`config.mk`:
```
export PLATFORM = sky130hd
export DESIGN_NAME = score_keeper
export DESIGN_NICKNAME = d
export VERILOG_FILES = /design/src/rtl/score_keeper.sv
export SDC_FILE = /design/constraint.sdc
export NUM_CORES = 1
export LEC_CHECK = 0
export ABC_AREA = 1
export BUFFER_PORTS_ARGS = -buffer_cell sky130_fd_sc_hd__buf_2
export CAP_MARGIN = 20
export CORE_AREA = 2 2 146 148
export CTS_BUF_LIST = sky130_fd_sc_hd__clkbuf_4 sky130_fd_sc_hd__clkbuf_8
export CTS_CLUSTER_DIAMETER = 150
export DETAILED_ROUTE_END_ITERATION = 12
export DIE_AREA = 0 0 148 150
export SLEW_MARGIN = 20
export SYNTH_ARGS = -nofsm -noshare
export SYNTH_HDL_FRONTEND = slang
export SYNTH_SLANG_ARGS = --single-unit
```
`constraint.sdc`:
```
create_clock -name clk -period 10.5 [get_ports clk]
set_input_delay 3.15 -clock clk [delete_from_list [all_inputs] [get_ports clk]]
set_output_delay 3.15 -clock clk [all_outputs]
set_load 0.05 [all_outputs]
```
`src/rtl/score_keeper.sv`:
```
// score_keeper: turns accepted enemy hits into points for the six-digit
// score display. Hits pass through a two-stage pipeline (multiply, then
// accumulate with saturation). A frame-timed combo multiplier, a high score
// and extra-life pulses are also maintained. A small game-phase FSM gates
// when hits are accepted and when the high score is committed.
module score_keeper #(
  parameter int MAX_SCORE     = 999999,
  parameter int COMBO_TIMEOUT = 120,
  parameter int COMBO_MAX     = 4,
  parameter int LIFE_STEP     = 10000
) (
  input  logic        clk,
  input  logic        rst_n,
  input  logic        frame_tick,
  input  logic        new_game,
  input  logic        game_over,
  input  logic        hit_valid,
  input  logic [1:0]  hit_type,
  output logic        hit_ready,
  output logic [19:0] score,
  output logic [19:0] hiscore,
  output logic [2:0]  multiplier,
  output logic        extra_life
);

  localparam int TW = $clog2(COMBO_TIMEOUT + 1);

  localparam logic [1:0] IDLE  = 2'd0;
  localparam logic [1:0] PLAY  = 2'd1;
  localparam logic [1:0] DRAIN = 2'd2;
  localparam logic [1:0] OVER  = 2'd3;

  logic [1:0]    state;
  logic          accept;
  logic          start;
  logic [6:0]    base_pts;
  logic          s1_valid;
  logic [9:0]    s1_product;
  logic [20:0]   sum;
  logic [19:0]   new_score;
  logic [20:0]   threshold;
  logic [TW-1:0] timer;

  // Hits are only taken while playing; game_over in PLAY still accepts the
  // coincident hit because the state changes only at the next edge.
  assign hit_ready = (state == PLAY);
  assign accept    = hit_valid & hit_ready;
  assign start     = (state == IDLE) & new_game;

  // Base points per enemy class.
  always_comb begin
    // NOTE: a default before the case keeps this purely combinational; a
    // path that leaves base_pts unassigned would infer a latch.
    base_pts = 7'd10;
    case (hit_type)
      2'd0: base_pts = 7'd10;
      2'd1: base_pts = 7'd20;
      2'd2: base_pts = 7'd50;
      2'd3: base_pts = 7'd100;
      default: base_pts = 7'd10;
    endcase
  end

  // Stage-2 accumulate with clamp to the saturation ceiling.
  always_comb begin
    sum       = {1'b0, score} + {11'd0, s1_product};
    new_score = (sum > 21'(MAX_SCORE)) ? 20'(MAX_SCORE) : sum[19:0];
  end

  // Game-phase FSM; DRAIN leaves once stage 1 holds nothing, since the
  // stage-2 result lands in score on that same edge.
  always_ff @(posedge clk or negedge rst_n) begin
    // NOTE: sequential state uses non-blocking assignments so every register
    // samples pre-edge values regardless of statement order.
    if (!rst_n) begin
      state <= IDLE;
    end else begin
      case (state)
        IDLE:    if (new_game)  state <= PLAY;
        PLAY:    if (game_over) state <= DRAIN;
        DRAIN:   if (!s1_valid) state <= OVER;
        OVER:    state <= IDLE;
        default: state <= IDLE;
      endcase
    end
  end

  // High score is committed only in the one-cycle OVER phase.
  always_ff @(posedge clk or negedge rst_n) begin
    if (!rst_n) begin
      hiscore <= '0;
    end else if (state == OVER && score > hiscore) begin
      hiscore <= score;
    end
  end

  // Stage 1: base points times the multiplier in force at acceptance.
  always_ff @(posedge clk or negedge rst_n) begin
    if (!rst_n) begin
      s1_valid   <= 1'b0;
      s1_product <= '0;
    end else begin
      s1_valid <= accept;
      if (accept) begin
        s1_product <= {3'd0, base_pts} * {7'd0, multiplier};
      end
    end
  end

  // Stage 2: score update and extra-life award. A single hit adds at most
  // 700 points, far less than LIFE_STEP, so one step always moves the
  // threshold past the new score.
  always_ff @(posedge clk or negedge rst_n) begin
    if (!rst_n) begin
      score      <= '0;
      threshold  <= 21'(LIFE_STEP);
      extra_life <= 1'b0;
    end else begin
      extra_life <= 1'b0;
      if (start) begin
        score     <= '0;
        threshold <= 21'(LIFE_STEP);
      end else if (s1_valid) begin
        score <= new_score;
        if ({1'b0, new_score} >= threshold && threshold <= 21'(MAX_SCORE)) begin
          extra_life <= 1'b1;
          threshold  <= threshold + 21'(LIFE_STEP);
        end
      end
    end
  end

  // Combo: a hit bumps the multiplier and reloads the timer (winning over a
  // coincident frame_tick); otherwise the timer counts frames down and the
  // multiplier falls back to 1 when it expires.
  always_ff @(posedge clk or negedge rst_n) begin
    if (!rst_n) begin
      multiplier <= 3'd1;
      timer      <= '0;
    end else if (start) begin
      multiplier <= 3'd1;
      timer      <= '0;
    end else if (accept) begin
      multiplier <= (multiplier >= 3'(COMBO_MAX)) ? 3'(COMBO_MAX) : multiplier + 3'd1;
      timer      <= TW'(COMBO_TIMEOUT);
    end else if (frame_tick && timer != '0) begin
      timer <= timer - 1'b1;
      if (timer == TW'(1)) begin
        multiplier <= 3'd1;
      end
    end
  end

endmodule

```
# After elaboration in Yosys (flattened, before gate mapping)
# Index checks and enable logic that the tools add are counted.
# W data, S select, Z words.
# op_classes
order_cmp,5
reduce_logical,13
n_mul,1
bitwise,2
shift,0
eq_ne,10
mux,22
div_mod_pow,0
addsub,4
# op_table
op,n
$mux W21,3
$mux W20,3
$pmux W7 S4,1
$add A20 B10 Y21,1
$add A21 B14 Y21 const B,1
$ge A20 B21 Y1,1
$gt A21 B20 Y1 const B,1
$le A21 B20 Y1 const B,1
$mux W7,3
$gt A20 B20 Y1,1
$mux W3,5
$mul A7 B3 Y10,1
$eq A2 B2 Y1 const B,4
$pmux W2 S4,1
$eq A7 B1 Y1 const B,1
$reduce_bool A7 Y1,1
$sub A7 B1 Y7 const B,1
$mux W2,3
$ne A2 B2 Y1 const B,3
$reduce_bool A3 Y1,2
$eq A2 B1 Y1 const B,2
$logic_not A2 Y1,2
$reduce_and A2 Y1,2
$reduce_bool A2 Y1,2
other kinds (6),11
# word_totals
latchBits,0
input_bits,8
reg_bits,85
out_inout_bits,45
mem_bits_ro,0
word_cells,66
mem_bits_rw,0
n_memories,0

# Depth between registers and ports, before layout
# logic_depth
word_depth,8
ltp_mapped,28
depth_no_buf,28

# Worst setup path after synthesis
# Ideal clock, no wire load.
# synth_path
path_kind,input to register
startpoint,input port hit_type[0]
endpoint,register s1_product[8]
setup_slack_ns,5.265
setup_time_ns,0.083
n_path_buf,0
t_arrival_ns,5.152
stages,15
required_ns,10.417
cell_sequence,inv_1 ha_1 nand2_1 fa_1 inv_1 ha_1 inv_1 nor2_1 nor2_1 nor2_1 nor2_1 nor2_1 nor2_1 xor2_1 o21ai_0
# synth_via
elab_chain_len,3
word_cells_on_any_way,6
classes_between,1 x mul; 3 x eq/ne; 1 x mux; 1 x reduce/logical
# synth_lines
element,line_no,source
start: declaration,18,"input logic [1:0] hit_type,"
$eq A2 B2 Y1 (tied with other cells),55,case (hit_type)
$pmux W7 S4 (*),55,
$mul A7 B3 Y10 (*),105,"s1_product <= {3'd0, base_pts} * {7'd0, multiplier};"
end signal: assignment,105,
end: declaration,38,logic [9:0] s1_product;
# Every way passes the cells marked *; elsewhere a longest branch is shown, timed or not. The select of a mux whose other input is x is not followed.
# A chain may end at the register's enable or synchronous reset.

# Worst setup path after layout
# layout_path
startpoint,input port hit_type[0]
endpoint,register s1_product[9]
# The elaborated chain is that of the path after synthesis.

==> qor.yml <==
hold_viol: 0
syn_nets: 917
clk_path_buf_depth: 2
worst_slew_pin_slew_ns: 0.755
pin_count: 53
ant_nets: 0
max_slew_margin_pct: 49.6
drtIter0Drc: 330
cts_sinks: 80
cts_root_buffer: "clkbuf_8"
grt_max_degree: 54
wl_per_cell_um: 12.8
die_x_um: 148
syn_area_per_cell_sq_um: 7.31
ys_types: 46
gr-total-overflow: 0
synth-edff-count: 0
slowest_delay_ns: 0.49
finClkSkew_ns: 0.0127
placedCellCount: 1155
layout-drive-gt1-share_pct: 12.9
peakVddDrop_uv: 69.5
synth_compound_area_share_pct: 11.1
power_leakage_nw: 3.75
setup_viol: 0
clkSlewWorstSetupHoldPaths_ns: 0.09
worstPathRequired_ns: 10.80
synth_area_sq_um: 6120
synth_warnings: 0
rrSetupSlack_ns: 5.63
drt-total-wl_um: 14900
antenna_found_initial: 0
diodes: 0
synthCells: 837
critical_path_class: "input pin to register"
hp-class: "register to register"
drv_slew: 0
synthAdderAreaFrac_pct: 15.5
yosysTopAreaCell: "dfrtp_1"
cts_setup_buffers: 0
start_util_pct: 29.6
cp_num_buf_inv: 3
numPortBuffers: 52
via_per_inst: 4.66
worstPathCellList: "buf_2, inv_1, ha_1, nand2_1, fa_1, fa_1, o31ai_1, inv_1, nor2_1, o21ai_0, a21oi_1"
finalCritPeriodShare_pct: 49.4
powerDensity_nw_per_um2: 210
synth_area_leaders: "dfrtp_1 (30%), nand2_1 (14%), ha_1 (13%), inv_1 (8.0%), o21ai_0 (4.3%)"
cp.arrival_ns: 5.49
status: "complete, no violations"
regToRegEndpoint: "threshold[17]$_DFFE_PN0P_"
synth_common_cells: "nand2_1 (235), inv_1 (130), dfrtp_1 (74)"
holdPathEnd: "timer[2]$_DFFE_PN0P_"
finalWeightedCongestion: 0.846
instances_no_fill: 1171
area_growth_pct: 12.8
r2r-start: "score[1]$_DFFE_PN0P_"
r2r_cells: 26
async_reset_ff_share_pct: 100
grtUsageTotal_pct: 13.7
drt-pass1-iter-count: 6
grt_pass1_wl_um: 24400
start_kind: "input pin"
path_max_fanout: 7
tns_ns: 0
cts_max_level: 3
cts_hold_buf: 0
cts_buffers: 9
yosysSeqAreaShare_pct: 32.8
ys_ff_latch: 80
min_period_ns: 5.19
synth-main-ff-cell: "dfrtp_1"
fmaxAchievable_mhz: 193
synth_xor_xnor_area_share_pct: 1.00
nets: 971
vias: 5455
hpwl_um: 11800
netlist.area_leader.share_pct: 30.3
hold_depth: 1
rows: 53
cts.repair.resized: 0
endpoint_kind: "register"
synthMuxAreaShare_pct: 0
synth_top_family_by_area: "simple AND/OR/NAND/NOR gates"
core_sq_um: 20700
die_h_um: 150
cts_tree: "built"
cpMaxStageDelayCell: "fa_1"
grt_pass1_vias: 4968
yosys.area_share.simple_pct: 30.3
insertion_delay_ns: 0.38
min-delay-start: "timer[2]$_DFFE_PN0P_"
yosysMostFrequentCell: "nand2_1"
drc: 0
dieArea_sq_um: 22200
crit_family: "adder cells"
rsz0062_at_grt: "false"
drv_cap: 0
## per-stage QoR
step	hold slack [ns]	utilization, %	cell area, sq um	power (W)	worst slack (ns)
2_1_floorplan	0.453	-	6120	0.00103	5.27
3_3_place_gp	0.475	32.4	6700	0.00121	4.96
3_5_place_dp	0.479	32.4	6700	0.00122	4.92
4_1_cts	0.498	33.4	6910	0.00147	5.31
5_1_grt	0.524	33.4	6910	0.00159	5.10
6_report	0.495	33.4	6910	0.00145	5.31
## logic make-up after synthesis
logic type	count (synthesis)
flops	80
compound gates	122
fa+ha+maj	72
other cells	1
buf+inv	148
simple gates	407
xor+xnor	7
## where the power goes
| part | internal, W | switching [W] |
|---|---|---|
| Combinational | 0.000238 | 0.000520 |
| Sequential | 0.000379 | 0.0000733 |
| Clock | 0.000121 | 0.000122 |
## sequential cells by signal, summed over array words and instances (netlist names)
register,count
hiscore,20
s1_valid,1
threshold,17
multiplier,3
s1_product,9
extra_life,1
score,20
state,2
timer,7
## final cells by class
type	count	area, sq um
flip-flops and latches	80	2010
repair buffers	55	285
clock buffers	11	145
well taps	275	344
clock inverters	5	63.8
inverters	136	510
fillers	2213	13800
multi-input cells	609	3550
## how the worst max path moves through the flow
stage	startpoint	to	slack [ns]	cells after the start
after detailed placement	hit_type[0]	s1_product[9]$_DFFE_PN0P_	4.92	11
final	hit_type[0]	s1_product[9]$_DFFE_PN0P_	5.31	11
after global placement	hit_type[0]	s1_product[8]$_DFFE_PN0P_	4.96	16
after floorplan	hit_type[0]	s1_product[8]$_DFFE_PN0P_	5.27	15
after global routing	hit_type[0]	s1_product[9]$_DFFE_PN0P_	5.10	11
after CTS	hit_type[0]	s1_product[9]$_DFFE_PN0P_	5.31	11
## worst register-to-register path: stages (launching register included)
cell     delay (ns)
dfrtp_1        0.42
ha_1           0.30
fa_1           0.49
nand3_1        0.11
nand3_1        0.19
nand2_1        0.11
nand2_1        0.11
nand2_1        0.14
nand2_1        0.06
nand2_1        0.11
nand3_4        0.11
nor2_8         0.19
nand3_4        0.25
nand2_4        0.25
a21oi_2        0.06
ha_1           0.29
inv_1          0.05
nor3_1         0.21
o21ai_0        0.13
nand3_1        0.10
nand2_1        0.05
nand3_1        0.06
nand2_1        0.22
inv_1          0.42
nand2_1        0.13
a21oi_1        0.14
o21a_1         0.14
## layout by cell type (no fill, tap or decap), drive strengths merged, types with 2 or more instances in the layout
cell,n
a21oi,54
buf,55
clkbuf,11
clkinv,3
dfrtp,74
dfstp,6
fa,6
ha,66
inv,136
nand2,245
nand3,36
nand3b,2
nand4,32
nor2,77
nor3,10
o21a,2
o21ai,52
o22ai,3
o31ai,4
or2,3
xnor2,3
xor2,4
## metal layers
| metal | global-route usage (%) | wire, um |
|---|---|---|
| met4 | 3.05 | 132 |
| met2 | 23.4 | 7230 |
| met1 | 17.8 | 7110 |
| met5 | 0 | 0 |
| met3 | 2.93 | 461 |
(Power assumes the default switching activity.)
